--- src/rtl/mdu_seq.sv ---
// mdu_seq: multi-cycle multiply/divide unit with architectural HI/LO registers.
//
// Multiply is shift-add (one multiplier bit per RUN cycle) and divide is
// restoring (one quotient bit per RUN cycle). Both operate on magnitudes.
// The FIX cycle applies the result signs and writes HI/LO. mthi/mtlo write
// HI/LO directly at the acceptance edge.
//
// Optional feature macro: MDU_FAST_MUL_EN. When it is defined, mult/multu
// compute the product with an array multiplier at acceptance and go straight
// to FIX, so the result lands one cycle after acceptance.
//
// Ports:
//   clk    in   rising-edge clock
//   rst_n  in   asynchronous active-low reset
//   start  in   request, accepted when busy=0
//   op     in   000 mult, 001 multu, 010 div, 011 divu, 101 mthi, 111 mtlo,
//               100/110 no-op
//   src_a  in   multiplicand / dividend / mthi-mtlo data
//   src_b  in   multiplier / divisor
//   busy   out  mult/div in flight
//   done   out  one-cycle pulse after HI/LO take a mult/div result
//   hi     out  HI register
//   lo     out  LO register
module mdu_seq #(
    parameter int WIDTH = 32
) (
    input  logic             clk,
    input  logic             rst_n,
    input  logic             start,
    input  logic [2:0]       op,
    input  logic [WIDTH-1:0] src_a,
    input  logic [WIDTH-1:0] src_b,
    output logic             busy,
    output logic             done,
    output logic [WIDTH-1:0] hi,
    output logic [WIDTH-1:0] lo
);

    localparam int CW = $clog2(WIDTH);

    typedef enum logic [1:0] {IDLE, RUN, FIX} state_t;

    state_t             state_q, state_d;
    logic [CW-1:0]      cnt;
    logic [2*WIDTH-1:0] acc;       // mult: {partial, multiplier}; div: {rem, quot}
    logic [WIDTH-1:0]   opnd;      // multiplicand or divisor magnitude
    logic [WIDTH-1:0]   a_save;    // raw dividend, returned as HI on divide-by-zero
    logic               is_div;
    logic               neg_q;     // product / quotient sign
    logic               neg_r;     // remainder sign (dividend's sign)
    logic               div0;

    logic               accept;
    logic               sgn;
    logic [WIDTH-1:0]   mag_a, mag_b;
    logic [2*WIDTH-1:0] acc_init;
    logic [WIDTH:0]     mul_sum;
    logic [WIDTH:0]     trial;
    logic [2*WIDTH-1:0] prod;
    logic [WIDTH-1:0]   quot, rem;

    assign accept = start && (state_q == IDLE);
    assign sgn    = !op[0];
    assign mag_a  = (sgn && src_a[WIDTH-1]) ? -src_a : src_a;
    assign mag_b  = (sgn && src_b[WIDTH-1]) ? -src_b : src_b;
    assign busy   = (state_q != IDLE);

    always_comb begin
        acc_init = {{WIDTH{1'b0}}, (op[1] ? mag_a : mag_b)};
`ifdef MDU_FAST_MUL_EN
        if (!op[1])
            acc_init = (2*WIDTH)'(mag_a) * (2*WIDTH)'(mag_b);
`endif
    end

    // One shift-add step and one restoring-divide trial subtraction.
    assign mul_sum = {1'b0, acc[2*WIDTH-1:WIDTH]} + (acc[0] ? {1'b0, opnd} : '0);
    assign trial   = acc[2*WIDTH-1:WIDTH-1] - {1'b0, opnd};

    // Sign correction. The signed-overflow case (MIN / -1) falls out naturally:
    // magnitude quotient is 2^(W-1) with a positive sign, remainder 0.
    assign prod = neg_q ? -acc : acc;
    assign quot = neg_q ? -acc[WIDTH-1:0] : acc[WIDTH-1:0];
    assign rem  = neg_r ? -acc[2*WIDTH-1:WIDTH] : acc[2*WIDTH-1:WIDTH];

    always_comb begin
        state_d = state_q;
        case (state_q)
            IDLE: begin
                if (accept && !op[2]) begin
                    state_d = RUN;
`ifdef MDU_FAST_MUL_EN
                    if (!op[1])
                        state_d = FIX;
`endif
                end
            end
            RUN:     if (cnt == '0) state_d = FIX;
            FIX:     state_d = IDLE;
            default: state_d = IDLE;
        endcase
    end

    always_ff @(posedge clk or negedge rst_n) begin
        if (!rst_n)
            state_q <= IDLE;
        else
            state_q <= state_d;
    end

    always_ff @(posedge clk or negedge rst_n) begin
        if (!rst_n) begin
            cnt    <= '0;
            acc    <= '0;
            opnd   <= '0;
            a_save <= '0;
            is_div <= 1'b0;
            neg_q  <= 1'b0;
            neg_r  <= 1'b0;
            div0   <= 1'b0;
            done   <= 1'b0;
            hi     <= '0;
            lo     <= '0;
        end else begin
            done <= 1'b0;
            case (state_q)
                IDLE: begin
                    if (accept && !op[2]) begin
                        cnt    <= CW'(WIDTH - 1);
                        acc    <= acc_init;
                        opnd   <= op[1] ? mag_b : mag_a;
                        a_save <= src_a;
                        is_div <= op[1];
                        neg_q  <= sgn && (src_a[WIDTH-1] ^ src_b[WIDTH-1]);
                        neg_r  <= sgn && src_a[WIDTH-1];
                        div0   <= op[1] && (src_b == '0);
                    end else if (accept && op[0]) begin
                        if (op[1]) lo <= src_a;
                        else       hi <= src_a;
                    end
                end
                RUN: begin
                    cnt <= cnt - 1'b1;
                    if (is_div) begin
                        if (!trial[WIDTH])
                            acc <= {trial[WIDTH-1:0], acc[WIDTH-2:0], 1'b1};
                        else
                            acc <= {acc[2*WIDTH-2:0], 1'b0};
                    end else begin
                        acc <= {mul_sum, acc[WIDTH-1:1]};
                    end
                end
                FIX: begin
                    done <= 1'b1;
                    if (!is_div) begin
                        hi <= prod[2*WIDTH-1:WIDTH];
                        lo <= prod[WIDTH-1:0];
                    end else if (div0) begin
                        hi <= a_save;
                        lo <= '1;
                    end else begin
                        hi <= rem;
                        lo <= quot;
                    end
                end
                default: ;
            endcase
        end
    end

endmodule

--- config.mk ---
export PLATFORM = sky130hd
export DESIGN_NAME = mdu_seq
export DESIGN_NICKNAME = d
export VERILOG_FILES = /design/src/rtl/mdu_seq.sv
export SDC_FILE = /design/constraint.sdc
export NUM_CORES = 1
export LEC_CHECK = 0
export ABC_AREA = 0
export BUFFER_PORTS_ARGS = -buffer_cell sky130_fd_sc_hd__clkbuf_2
export CAP_MARGIN = 25
export CORE_ASPECT_RATIO = 0.75
export CORE_MARGIN = 2
export CORE_UTILIZATION = 33
export DETAILED_ROUTE_END_ITERATION = 7
export GPL_ROUTABILITY_DRIVEN = 0
export SYNTH_ARGS = -nofsm -noshare
export SYNTH_HDL_FRONTEND = slang
export SYNTH_SLANG_ARGS = --single-unit
--- constraint.sdc ---
create_clock -name clk -period 4.2 [get_ports clk]
set_clock_uncertainty 0.15 [all_clocks]
set_input_delay 0 -clock clk [delete_from_list [all_inputs] [get_ports clk]]
set_output_delay 0 -clock clk [all_outputs]
set_load 0.02 [all_outputs]
After elaboration in Yosys (flattened, before gate mapping)
Index checks and enable logic that the tools add are counted.

Word-level logic and storage cells: 79. Input bits: 70. Register bits after elaboration: 204.

Equality and inequality tests: 8. Reductions and logical operators: 20. Multiplexer cells: 30. Add/sub/neg operators: 8. Bitwise logic cells: 1.

Operators by type and width (number): $mux 32 (17); $mux 64 (4); $neg 32->32 (4); $pmux 32 s2 (2); $pmux 64 s2 (1); $neg 64->64 (1); $add 32x32->33 (1); $sub 33x32->33 (1); $logic_not 32->1 (1); $pmux 5 s2 (1); $ne 2x2->1 const B (4); $reduce_and 4->1 (2); $logic_and 1x1->1 (7); $reduce_and 2->1 (3); $reduce_bool 2->1 (3); $logic_not 5->1 (1); $mux 5 (1); $sub 5x1->5 const B (1); $mux 2 (2); $ne 2x1->1 const B (2); $pmux 2 s2 (1); $eq 2x1->1 const B (1); $eq 2x2->1 const B (1); $logic_not 1->1 (2); 3 further kinds (3).

Logic depth before layout (Yosys ltp)
Gate-level depths: netlist of the first run.

Depth after elaboration: 6. Gate-level depth with buffers: 15.

Worst setup path before layout of the first run
Ideal clock, no wire load.

Path kind: flip-flop to flip-flop. Start point: reg acc[31]. End point: reg acc[47]. Data required time: 3917 ps. Setup slack: 417 ps. Stages on the path, launching flop included: 15. Buffers on the path: 2. Arrival: 3500 ps. Cells stage by stage: dfrtp_1 -> clkbuf_1 -> inv_1 -> ha_1 -> fa_1 -> nand2b_1 -> a21oi_1 -> o21ai_0 -> o21ba_2 -> a2111o_1 -> mux2_2 -> nor2_1 -> buf_4 -> mux2i_1 -> o21ai_0.

Cells in the longest elaborated chain, start to end: 4.

RTL lines: from (decl) (line 45) `logic [2*WIDTH-1:0] acc;`; from (signal assigned) (line 130) `acc <= acc_init;`; from (signal assigned) (line 146) `acc <= {trial[WIDTH-1:0], acc[WIDTH-2:0], 1'b1};`; from (signal assigned) (line 148) `acc <= {acc[2*WIDTH-2:0], 1'b0};`; $sub 33x32->33 (line 78) `assign trial = acc[2*WIDTH-1:WIDTH-1] - {1'b0, opnd};`; $mux 64 (line 145) `if (!trial[WIDTH])`; $mux 64 (line 144) `if (is_div) begin`; $pmux 64 s2 (line 126) `case (state_q)`.

No other way between the ends. A chain may end at the register's enable or synchronous reset.

Worst setup path in the final report of the first run
Start point: reg acc[31]. End point: reg acc[57].

Same word-level chain as after synthesis.

==> impl_summary.md, run 1 <==
Synthesis
After synthesis, the share of flip-flops with an asynchronous set or reset is 100.0%. The adder and majority cell fraction of the synthesized area is 5.395%. By area, the combinational part of the netlist is dominated by compound AO/OA/AOI/OAI gates. Summing the areas of all xor and xnor instances in the mapped netlist gives 10.27% of the synthesized area. The number of synthesis warnings is 0. The count of different cell masters after synthesis is 80. The count of flip-flops with a built-in enable after synthesis is 0. The fraction of the mapped netlist area in compound gates is 25.80%. In the synthesized netlist the dominant register cell turns out to be sky130_fd_sc_hd__dfrtp_1. When the netlist entered floorplanning its net count stood at between 2,000 and 2,500. The sequential area share after synthesis is 30.07%.

Of the post-synthesis cell area, the part taken by muxes is around 4.8%. The synthesized-area fraction occupied by and/or/nand/nor cells is 18.39%. The post-synthesis cell area is 0.01698 sq mm. Synthesis inferred approximately 200 register bits.

The synthesized area divided by synthesized cell count is 7.824 sq um. The synthesized instance count is roughly 2,200.

Power
The switching power total is 8.830 mW. The switching portion of total power is 50.81%. The power density over the cells is 878.9 mW/mm^2. The static leakage is 8.372 nW.

The internal power summed over all cells is 8.546 mW. Combinational logic is responsible for 64.3% of the overall power. Sequential cells account for 23.3% of the total power. Of the total power, the clock network draws between 10 and 15%. VDD sags by at most 0.5669 mV.

Clock network
In this run the number of H-tree levels came out at 1. The hold buffer count at cts is 75. Counting along the longest clock path gives a buffer depth of 3.

The number of setup buffers added after CTS is 0. TritonCTS built the clock tree. The clock drives about 200 sinks. After clock tree synthesis, the clock-pin slew on the worst setup and hold paths is about 0.070 ns. CTS placed an instance of sky130_fd_sc_hd__clkbuf_16 at the clock tree root. Once the clock tree was built, the resizer swapped 0 gates to a different size. At the later pin of the worst-skew pair, clock insertion delay measures 0.54 ns. The number of clock buffers added by TritonCTS is 22.

Detailed routing
The mean number of vias per cell is 5.950. The DRC violation count after routing is 0. The violation count after the first detailed-route iteration is 2,108. The post-detailed-route count of antenna-violating nets is 0. Dividing the detail-routed wire length by the instance count gives 22.47 microns. The via count is ~18,000.

The number of optimization iterations in the first detailed-route pass is 6. The total routed wirelength is 66,430 microns.

Placement
The number of buffers inserted by port buffering is 135. The total half-perimeter wirelength after legalization and detailed placement is 49,720 microns. In this run the cell area measured after placement is 0.01825 sq mm.

Timing
Setup repair after global routing left no endpoint under its margin. The final-report max-slew violation count is 0. The final critical path takes up ~92% of the cycle. Measured against its own limit, the worst slew margin works out to 26.34%. After layout, the minimum clock period comes to approximately 3.9 ns. The final hold violation count is 0. Adding up every negative setup slack in the final design gives 0 ns. Setup violations remaining at the end of the flow were counted as 0. The maximum achievable frequency is 258.0 MHz.

For the pin with the worst max-slew slack, the measured transition is ~1.1 ns.

Critical path
The biggest fanout along the worst timing path is 10. STA classifies the critical path endpoint as a flop. The type of the worst setup path is reg -> reg.

The arrival time at the worst endpoint is 4.17 ns. The register-to-register path setup slack is ~0.32 ns. For the worst setup path, the data required time is 4.50 ns. The worst setup path is launched from a flop.

Floorplan
The floorplan step defined a die boundary enclosing 0.05330 sq mm. For this design the top-level I/O count stands at 136. The starting utilization of the core area is 33.65%. The placement row count is 71.

In this run the vertical extent of the chip is 200.4 microns. The die is approximately 270 microns wide. The total area inside the core boundary comes to 0.05046 sq mm.

Final layout
The number of nets in the final layout is about 2,400. Leaving out fill and tap cells, the most frequent cell in the layout is sky130_fd_sc_hd__nand2_1. The fraction of layout cells with a size suffix above 1 is 11.01%. The post-synthesis to final-layout area growth is 16.45%.

The utilization of the core after routing is around two fifths. Leaving out fill and tap cells, the most frequent cells in the layout are sky130_fd_sc_hd__nand2_1, sky130_fd_sc_hd__o21ai_0, sky130_fd_sc_hd__dfrtp_1. After routing the design area is between 0.015 and 0.02 sq mm.

Flow run
The total of max-cap violations is 0.

GRT
The initial antenna violation count is 2. The maximum number of pins on one net before global-route repair is 116. Summed over all layers, the global routing overflow is 0.

The number of global-route vias before repair is 16,220. The global-route usage over all layers is between 20 and 25%. The first global-routing pass estimated between 100,000 and 150,000 microns of wire.

Hold path
The min-delay analysis places its worst path in the category in -> reg.

Status
The flow ran to the end, and the final reports show no timing, DRC or antenna violations.
## power groups by stage
stage | sequential (mW) | combinational [mW] | clock (mW)
after floorplan | 3.82 | 7.73 | 0
after global placement | 3.99 | 10.7 | 0
after detailed placement | 4.04 | 10.8 | 0
after CTS | 4.00 | 10.9 | 2.16
after global routing | 4.16 | 12.1 | 2.24
final | 4.05 | 11.2 | 2.15
## critical path: stages (launching register included)
cell and delay (ns):
sky130_fd_sc_hd__dfrtp_1 0.35, sky130_fd_sc_hd__inv_1 0.05, sky130_fd_sc_hd__ha_1 0.21, sky130_fd_sc_hd__fa_1 0.39
sky130_fd_sc_hd__nand2b_1 0.20, sky130_fd_sc_hd__a21oi_1 0.18, sky130_fd_sc_hd__o21ai_0 0.19, sky130_fd_sc_hd__o21ba_2 0.28
sky130_fd_sc_hd__a2111o_1 0.47, sky130_fd_sc_hd__mux2i_1 0.36, sky130_fd_sc_hd__nand2_1 0.37, sky130_fd_sc_hd__o31a_1 0.41
sky130_fd_sc_hd__o221ai_1 0.17
## cell families after synthesis
| kind of cell | after synthesis |
|---|---|
| XOR/XNOR | 199 |
| multiplexers | 80 |
| AO/OA/AOI/OAI | 706 |
| adder cells (fa/ha/maj) | 72 |
| AND/OR/NAND/NOR | 675 |
| buffers and inverters | 234 |
| flip-flops | 204 |
## state kept, by name, summed over array words and instances, names as in the netlist
| register | cells |
|---|---|
| hi | 32 |
| done | 1 |
| cnt | 5 |
| opnd | 32 |
| neg_q | 1 |
| lo | 32 |
| neg_r | 1 |
| acc | 64 |
| a_save | 32 |
| state_q | 2 |
| is_div | 1 |
| div0 | 1 |
## routing by layer
metal | track usage, % | wire length, microns
met1 | 37.31 | 30490
met2 | 33.65 | 26260
met5 | 0 | 0
met4 | 4.956 | 1366
met3 | 6.526 | 8308
## per-stage QoR
stage	std cells	worst slack (ns)	hold slack, ns	power, mW
floorplan	2170	0.4166	-0.4456	11.55
global placement	2843	0.4987	-0.1500	14.64
detailed placement	2843	0.4054	-0.1339	14.82
CTS	2954	0.3823	0.01927	17.06
global route	2955	0.1010	0.06640	18.53
finish	2956	0.3242	0.03900	17.38
## cell usage after synthesis, types with 14 or more instances
master | count | area (sq um)
sky130_fd_sc_hd__mux2i_1 | 74 | 740.7
sky130_fd_sc_hd__or3_1 | 21 | 131.4
sky130_fd_sc_hd__nand2b_1 | 26 | 162.7
sky130_fd_sc_hd__buf_1 | 14 | 52.55
sky130_fd_sc_hd__nor3_1 | 42 | 210.2
sky130_fd_sc_hd__o31ai_1 | 35 | 262.8
sky130_fd_sc_hd__nor2_1 | 164 | 615.6
sky130_fd_sc_hd__a21o_1 | 25 | 187.7
sky130_fd_sc_hd__a31oi_1 | 21 | 131.4
sky130_fd_sc_hd__o41ai_1 | 14 | 122.6
sky130_fd_sc_hd__inv_1 | 68 | 255.2
sky130_fd_sc_hd__dfrtp_1 | 204 | 5105
sky130_fd_sc_hd__xor2_1 | 79 | 691.9
sky130_fd_sc_hd__a211oi_1 | 52 | 390.4
sky130_fd_sc_hd__xnor2_1 | 120 | 1051
sky130_fd_sc_hd__a22oi_1 | 26 | 195.2
sky130_fd_sc_hd__a21oi_1 | 160 | 800.8
sky130_fd_sc_hd__clkbuf_1 | 142 | 533.0
sky130_fd_sc_hd__nand2_1 | 295 | 1107
sky130_fd_sc_hd__ha_1 | 70 | 875.8
sky130_fd_sc_hd__a221oi_1 | 14 | 122.6
sky130_fd_sc_hd__nor4_1 | 17 | 106.4
sky130_fd_sc_hd__nand3_1 | 23 | 115.1
sky130_fd_sc_hd__o22ai_1 | 43 | 269.0
sky130_fd_sc_hd__o21ai_0 | 224 | 1121
sky130_fd_sc_hd__o211ai_1 | 28 | 210.2
## layout make-up
type,count,area [sq um]
multi-input combinational,1732,11000
timing repair buffer,258,1838
sequential,204,5111
antenna,1,2.502
clock inverter,7,137.6
fill,5128,30690
clock buffer,29,608.1
inverter,68,255.2
tap,657,822.0
## worst paths after layout
| check | from | to | cells past startpoint |
|---|---|---|---|
| setup reg to reg | acc[31]$_DFFE_PN0P_ | acc[57]$_DFFE_PN0P_ | 12 |
| hold reg to reg | cnt[4]$_DFFE_PN0P_ | cnt[4]$_DFFE_PN0P_ | 1 |
| min in group asynchronous | rst_n | hi[31]$_DFFE_PN0P_ | 4 |
| hold / removal | src_b[17] | opnd[17]$_DFFE_PN0P_ | 6 |
| max in group asynchronous | rst_n | acc[12]$_DFFE_PN0P_ | 4 |
| setup / recovery | acc[31]$_DFFE_PN0P_ | acc[57]$_DFFE_PN0P_ | 12 |
(Power assumes the default switching activity.)
==> run 2: changes to the inputs <==
==> constraint.sdc (replaced) <==
create_clock -name clk -period 4.4 [get_ports clk]
set_clock_uncertainty 0.15 [all_clocks]
set_input_delay 0 -clock clk [delete_from_list [all_inputs] [get_ports clk]]
set_output_delay 0 -clock clk [all_outputs]
set_load 0.02 [all_outputs]
==> impl_summary.md, run 2 (synthesis results as in run 1) <==
Status
The run finished with clean final reports.

Detailed routing
In this run, the number of DRC markers left after iteration 0 of detailed routing was 2,436. The total routed wirelength is 65,840 microns. In the final routed layout, each cell accounts on average for 22.30 microns. After detailed routing, the number of vias per cell comes to 5.948.

The number of optimization iterations in the first detailed-route pass is 7. In the routed design, unresolved DRC markers number 0. The post-detailed-route count of antenna-violating nets is 0. The via count is between 15,000 and 20,000.

Timing
The final-report max-slew violation count is 0. The final hold violation count came to 0. Based on the critical path, the design can be clocked at up to around 250 MHz. For the final routed database, the setup TNS stands at 0 ns. Counting I/O delays and the setup requirement, the final critical path takes 3.976 ns. At the pin with the least slew margin, the transition time is 1.030 ns.

Setup repair after global routing left no endpoint under its margin. Setup violations remaining at the end of the flow were counted as 0. Dividing the final minimum period by the clock period gives 90.36%. After layout, the worst setup slack is 0.4242 ns. Hold timing on the final database bottoms out at a slack of 0.04503 ns.

The worst slew margin relative to its limit is a little under a third.

Critical path
The slowest cell on the critical path is sky130_fd_sc_hd__a2111o_1. The biggest fanout along the worst timing path is 18. The worst setup path is launched from a flop.

By startpoint and endpoint, the worst setup path is classified as reg -> reg. The endpoint type of the worst setup path is a flop. Grouping stages by cell kind, the critical path spends the most delay in compound AO/OA/AOI/OAI gates.

The buffers plus inverters on the worst setup path is 1. For the worst setup path, the data arrival time is 4.22 ns. At the worst endpoint, the required time is 4.64 ns. Walking the worst path, the cells encountered are ha_1, fa_1, nand2b_1, a21oi_1, o21ai_0, o21ba_2, a2111o_1, mux2_2, nor2_2, buf_4, mux2i_1, o211ai_1. The peak per-stage delay on the critical path is approximately 0.47 ns.

Final layout
The library cells used most frequently in the layout, excluding fill and tap cells, are sky130_fd_sc_hd__nand2_1, sky130_fd_sc_hd__o21ai_0, sky130_fd_sc_hd__dfrtp_1. Counting the fill cells in the layout gives 5,096. Summing all multi-input logic gate instances after layout gives 0.01100 sq mm.

Cells fill between 30% and 40% of the core in the end. The library cell used most frequently in the layout, excluding fill and tap cells, is sky130_fd_sc_hd__nand2_1. The post-synthesis to final-layout area growth is 16.08%. The largest register by flop count is acc. The final layout contains 2,421 nets. The post-route netlist has 10.68% of its cells at a drive strength greater than 1. The sequential cells in the finished layout cover a total of 0.005111 sq mm. The register with the most flip-flops in the layout has 64 of them. The post-route standard cell area excluding fillers is 0.01971 sq mm.

Power
Internal power comes to 7.963 mW. The worst-case IR drop observed on VDD is between 0.3 and 0.4 mV. Sequential cells account for 24.7% of the total power. Of the total power, the share spent switching nets is 51.03%.

Dividing total power by cell area gives a power density of 825.1 mW/mm^2. The part of the power in combinational logic is 63.3%. The static leakage is 8.345 nW. For this design the total switching power over the nets is between 8 and 9 mW.

The clock group share of total power is a little under an eighth.

Floorplan
The die covers ~0.053 sq mm. The placement row count is 71. The starting utilization of the core area is 33.65%. The area of the core region is 0.05046 sq mm. The y dimension of the die is roughly 200 microns. about 140 I/O pins were placed. The die width is about 270 microns.

GRT
The global-route usage over all layers is 24.05%. The final global-route overflow total is 0. The initial antenna violation count came to 2. The global-route wire length before repair is slightly above 100,000 microns. The number of global-route vias before repair came to approximately 16,000. The maximum number of pins on one net before global-route repair is 143.

Hold path
The type of the worst min-delay path is in -> reg.

Clock network
The cell sitting at the root of the clock tree is a sky130_fd_sc_hd__clkbuf_16. The number of setup buffers added after CTS is 0. The longest clock path from root to sink contains 3 buffers. CTS saw 204 sinks.

The H-tree depth is 1. Clock-pin slew was measured on the worst setup and hold paths at 0.06 ns. Clock latency on the worst-skew pair, taken at its later pin, is 0.54 ns.

The CTS tree is done. The TritonCTS buffer count is 22.

Flow run
Max-cap violations in this run came to 0.

Placement
The post-detailed-placement cell area is roughly 0.018 sq mm. Before CTS, the worst setup slack after placement is 0.5085 ns. The number of buffers inserted by port buffering is approximately 140. The total half-perimeter wirelength after legalization and detailed placement is 49,310 microns.
run 2: cell count changes in the layout (fill, tap and decap cells not counted), sizes merged:
cell / before / now
buf: 50 / 39
bufinv: 4 / 1
clkbuf: 163 / 167
clkinv: 2 / 5
clkinvlp: 1 / 0
dlygate4sd3: 74 / 78
run 2: final timing paths:
kind	start	to	slack, ns	depth (start not counted)
setup / recovery	opnd[0]$_DFFE_PN0P_	acc[58]$_DFFE_PN0P_	0.42	12
hold / removal	src_b[13]	acc[13]$_DFFE_PN0P_	0.05	6
setup reg to reg	opnd[0]$_DFFE_PN0P_	acc[58]$_DFFE_PN0P_	0.42	12
hold reg to reg	a_save[31]$_DFFE_PN0P_	a_save[31]$_DFFE_PN0P_	0.33	2
max in group asynchronous	rst_n	acc[15]$_DFFE_PN0P_	2.81	4
min in group asynchronous	rst_n	acc[56]$_DFFE_PN0P_	0.42	4
run 2: routing by layer:
layer  share of wire, %  vias up  track usage, %
li1                   -     8005               -
met3                 12      114           6.048
met5                  0        -               0
met4                2.0        0           4.374
met2                 40      958           33.50
met1                 46     8481           37.11
run 2: power by group through the flow:
stage | Sequential (mW) | Clock, mW | Combinational, mW
after global placement | 3.95 | 0 | 9.81
after detailed placement | 4.00 | 0 | 9.96
final | 4.02 | 1.94 | 10.3
after global routing | 4.12 | 2.04 | 11.2
after CTS | 3.97 | 1.97 | 10.1
after floorplan | 3.65 | 0 | 7.38
run 2: cell type report:
type | count | area share [%]
Antenna cell | 1 | 0.01270
Clock buffer | 33 | 3.365
Clock inverter | 6 | 0.2793
Inverter | 68 | 1.295
Multi-Input combinational cell | 1732 | 55.79
Sequential cell | 204 | 25.93
Tap cell | 657 | 4.171
Timing Repair Buffer | 251 | 9.149
run 2: repair_timing:
item	CTS	global route
setup endpoints to repair	0	0
resized for setup	0	0
hold buffers	79	0
endpoints found under the hold margin	228	0
run 2: per-stage QoR:
step,power (mW),std cells
floorplan,11.03,2170
global placement,13.76,2832
detailed placement,13.96,2832
CTS,16.01,2950
global route,17.40,2951
finish,16.26,2952
run 2: worst min-delay path: stages:
cell                       delay (ns)
sky130_fd_sc_hd__clkbuf_2        0.11
sky130_fd_sc_hd__xnor2_1         0.11
sky130_fd_sc_hd__nor2_1          0.10
sky130_fd_sc_hd__a211oi_1        0.08
sky130_fd_sc_hd__a211oi_1        0.22
sky130_fd_sc_hd__a21oi_1         0.06
==> run 3: changes to the inputs <==
--- a/config.mk
+++ b/config.mk
@@ -10,9 +10,11 @@
 export CAP_MARGIN = 25
 export CORE_ASPECT_RATIO = 0.75
 export CORE_MARGIN = 2
-export CORE_UTILIZATION = 33
+export CORE_UTILIZATION = 55
 export DETAILED_ROUTE_END_ITERATION = 7
 export GPL_ROUTABILITY_DRIVEN = 0
+export GPL_TIMING_DRIVEN = 0
+export PLACE_DENSITY = 0.74
 export SYNTH_ARGS = -nofsm -noshare
 export SYNTH_HDL_FRONTEND = slang
 export SYNTH_SLANG_ARGS = --single-unit
==> impl_summary.md, run 3 (synthesis results as in run 1) <==
Status
The run finished, with violations left. The final reports fail on negative hold slack.

Final layout
In the layout the commonest cells are sky130_fd_sc_hd__nand2_1, sky130_fd_sc_hd__o21ai_0, sky130_fd_sc_hd__dfrtp_1. The utilization of the core after routing is roughly 65%. The final non-filler cell total is ~2,800. The most common cell after layout, fill and taps aside is sky130_fd_sc_hd__nand2_1. The total of fill cells in the finished design is 2,598. The multi-input combinational cell area is 0.01098 sq mm. The count of inserted antenna diode cells is 0.

The fraction of layout cells with a size suffix above 1 is 9.004%. Ranked by flip-flop count, first place goes to acc. For this run, the post-layout net count is 2,535. The post-synthesis to final-layout area growth is 15.73%. The post-route standard cell area excluding fillers is approximately 0.02 sq mm.

The register with the most flip-flops in the layout has 64 of them. The area occupied by registers is 0.005107 sq mm.

Detailed routing
The mean number of vias per cell is around 6.7. The mean routed wirelength per cell is about 24 microns. The post-detailed-route count of antenna-violating nets is 0. For this block, the routed nets add up to 68,410 microns of wire.

The DRC violation count after routing is 0. The number of optimization iterations in the first detailed-route pass is 8. After the first detailed-routing iteration, the DRC count stood at 2,756. For this block, the via count after detailed routing is 18,760.

GRT
The number of global-route vias before repair is between 15,000 and 20,000. Summed over all layers, the global routing overflow is 0. The initial antenna violation count came to 2.

Entering global routing, the biggest net connects 108 pins. The first global-routing pass estimated 102,600 microns of wire. Global routing used 41.79% of the available tracks across all layers.

Power
The worst supply voltage drop on vdd is 0.3934 mV. The final total power is 16.81 mW. The power density over the cells is 855.5 mW/mm^2.

The static leakage is 8.321 nW.

Timing
The worst slew margin relative to its limit is ~36%. The final-report max-slew violation count is 0. In the post-route analysis, the smallest setup slack over all paths is approximately 0.13 ns. The worst-margin pin slew is 0.9548 ns. The total setup violations reported at the end of the flow is 0. The final critical-path required period is ~4.3 ns.

The post-route fraction of the period consumed by the critical path is 96.99%. Setup repair after global routing left no endpoint under its margin. Adding up every negative setup slack in the final design gives 0 ns. The final hold violation count is 38. On the final layout, the worst hold slack is -0.03316 ns. Timing would allow up to 234.3 MHz.

Clock network
For the worst-skew pair, the clock arrives at the later sink with an insertion delay of 0.56 ns. The clock passes through at most 3 buffers. Clock tree synthesis inserted a total of 23 buffers. TritonCTS built the clock tree. The tree built by TritonCTS fans out to 204 sinks. Clock tree synthesis selected as its root buffer the cell sky130_fd_sc_hd__clkbuf_16. In this run the number of H-tree levels came out at 1.

The clock transition time at the flip-flop clock pins of the worst setup and hold paths is roughly 0.07 ns.

Placement
The placed instance count is 2,696. Before CTS, the worst setup slack after placement is -0.3953 ns. After legalization and detailed placement, the total HPWL measured slightly above 50,000 microns.

The post-detailed-placement cell area is 0.01814 sq mm. The number of buffers inserted by port buffering is 126.

Critical path
The type of the worst setup path is reg -> reg. STA classifies the critical path startpoint as a flop. The endpoint type of the worst setup path is a flop.

The peak per-stage delay on the critical path is 0.68 ns. The slowest cell on the critical path is sky130_fd_sc_hd__buf_1. For the worst setup path, the data arrival time is 4.58 ns. The most prevalent standard cell on the critical path is sky130_fd_sc_hd__nand2_1. Along the worst path, the maximum fanout reaches 10. Data on the critical path is required at its endpoint by 4.71 ns. The critical path goes through inv_1, buf_1, ha_1, nor3b_2, and4_1, nand2_1, nor4_1, nand2_1, o21ai_0, xor2_1, a221oi_1.

Floorplan
The die is between 200 and 250 microns wide. The placement row count is 55. The core region is 0.03028 sq mm.

The floorplan step defined a die boundary enclosing 0.03230 sq mm. The die is 156.2 microns tall. The number of top-level pins is 136. For this configuration, the core starts out at a cell density of 56.07%.

Flow run
The total of max-cap violations is 0.

Hold path
The path class of the tightest hold or removal check is in -> async.
-- run 3: cell count changes in the layout (fill, tap and decap cells not counted), sizes merged --
cell | before | now
clkinvlp | 0 | 5
bufinv | 1 | 2
buf | 39 | 29
dlygate4sd3 | 78 | 69
inv | 68 | 70
clkbuf | 167 | 295
clkinv | 5 | 4
diode | 1 | 0
-- run 3: power by group --
part	internal (mW)	leakage (nW)	switching (mW)	total, mW
Clock	1.14	0.363	0.923	2.06
Sequential	2.77	2.49	0.926	3.69
Combinational	4.11	5.47	6.94	11.1
-- run 3: path summary, 6_finish.rpt --
| check | from | to | slack, ns | depth (start not counted) |
|---|---|---|---|---|
| max | acc[0]$_DFFE_PN0P_ | hi[26]$_DFFE_PN0P_ | 0.13 | 11 |
| max reg2reg | acc[0]$_DFFE_PN0P_ | hi[26]$_DFFE_PN0P_ | 0.13 | 11 |
| min | rst_n | acc[58]$_DFFE_PN0P_ | -0.03 | 2 |
| min in group clk | src_b[13] | acc[13]$_DFFE_PN0P_ | 0.03 | 6 |
| max in group asynchronous | rst_n | acc[35]$_DFFE_PN0P_ | 3.05 | 3 |
| min reg2reg | lo[6]$_DFFE_PN0P_ | lo[6]$_DFFE_PN0P_ | 0.33 | 2 |
-- run 3: worst max-delay path, delay by kind of cell (launching register included) --
kind	cells	cell delay [ns]
adder cells (fa/ha/maj)	1	0.31
AND/OR/NAND/NOR	5	1.44
AO/OA/AOI/OAI	2	0.68
flip-flops	1	0.57
buffers and inverters	2	0.90
XOR/XNOR	1	0.13
-- run 3: repair_timing --
| action | 4_1_cts | 5_1_grt |
|---|---|---|
| setup buffers | 0 | 3 |
| hold buffers | 69 | 0 |
| cloned | 0 | 0 |
| resized for setup | 2 | 7 |
| setup endpoints to repair | 33 | 33 |
| endpoints found under the hold margin | 237 | 0 |
-- run 3: area by class of cell --
| type | count | area share (%) |
|---|---|---|
| Sequential cell | 204 | 25.99 |
| Clock inverter | 13 | 0.7259 |
| Multi-Input combinational cell | 1732 | 55.90 |
| Clock buffer | 29 | 3.197 |
| Inverter | 68 | 1.299 |
| Timing Repair Buffer | 200 | 7.081 |
| Tap cell | 399 | 2.541 |
| Buffer | 164 | 3.260 |
-- run 3: metal layers --
metal  track usage, %  wire (microns)  up-vias
met4            17.80            3461        2
met2            57.03           26780     1446
li1                 -               -     8239
met1            58.05           27110     8809
met3            16.58           11060      261
met5                0               8        -
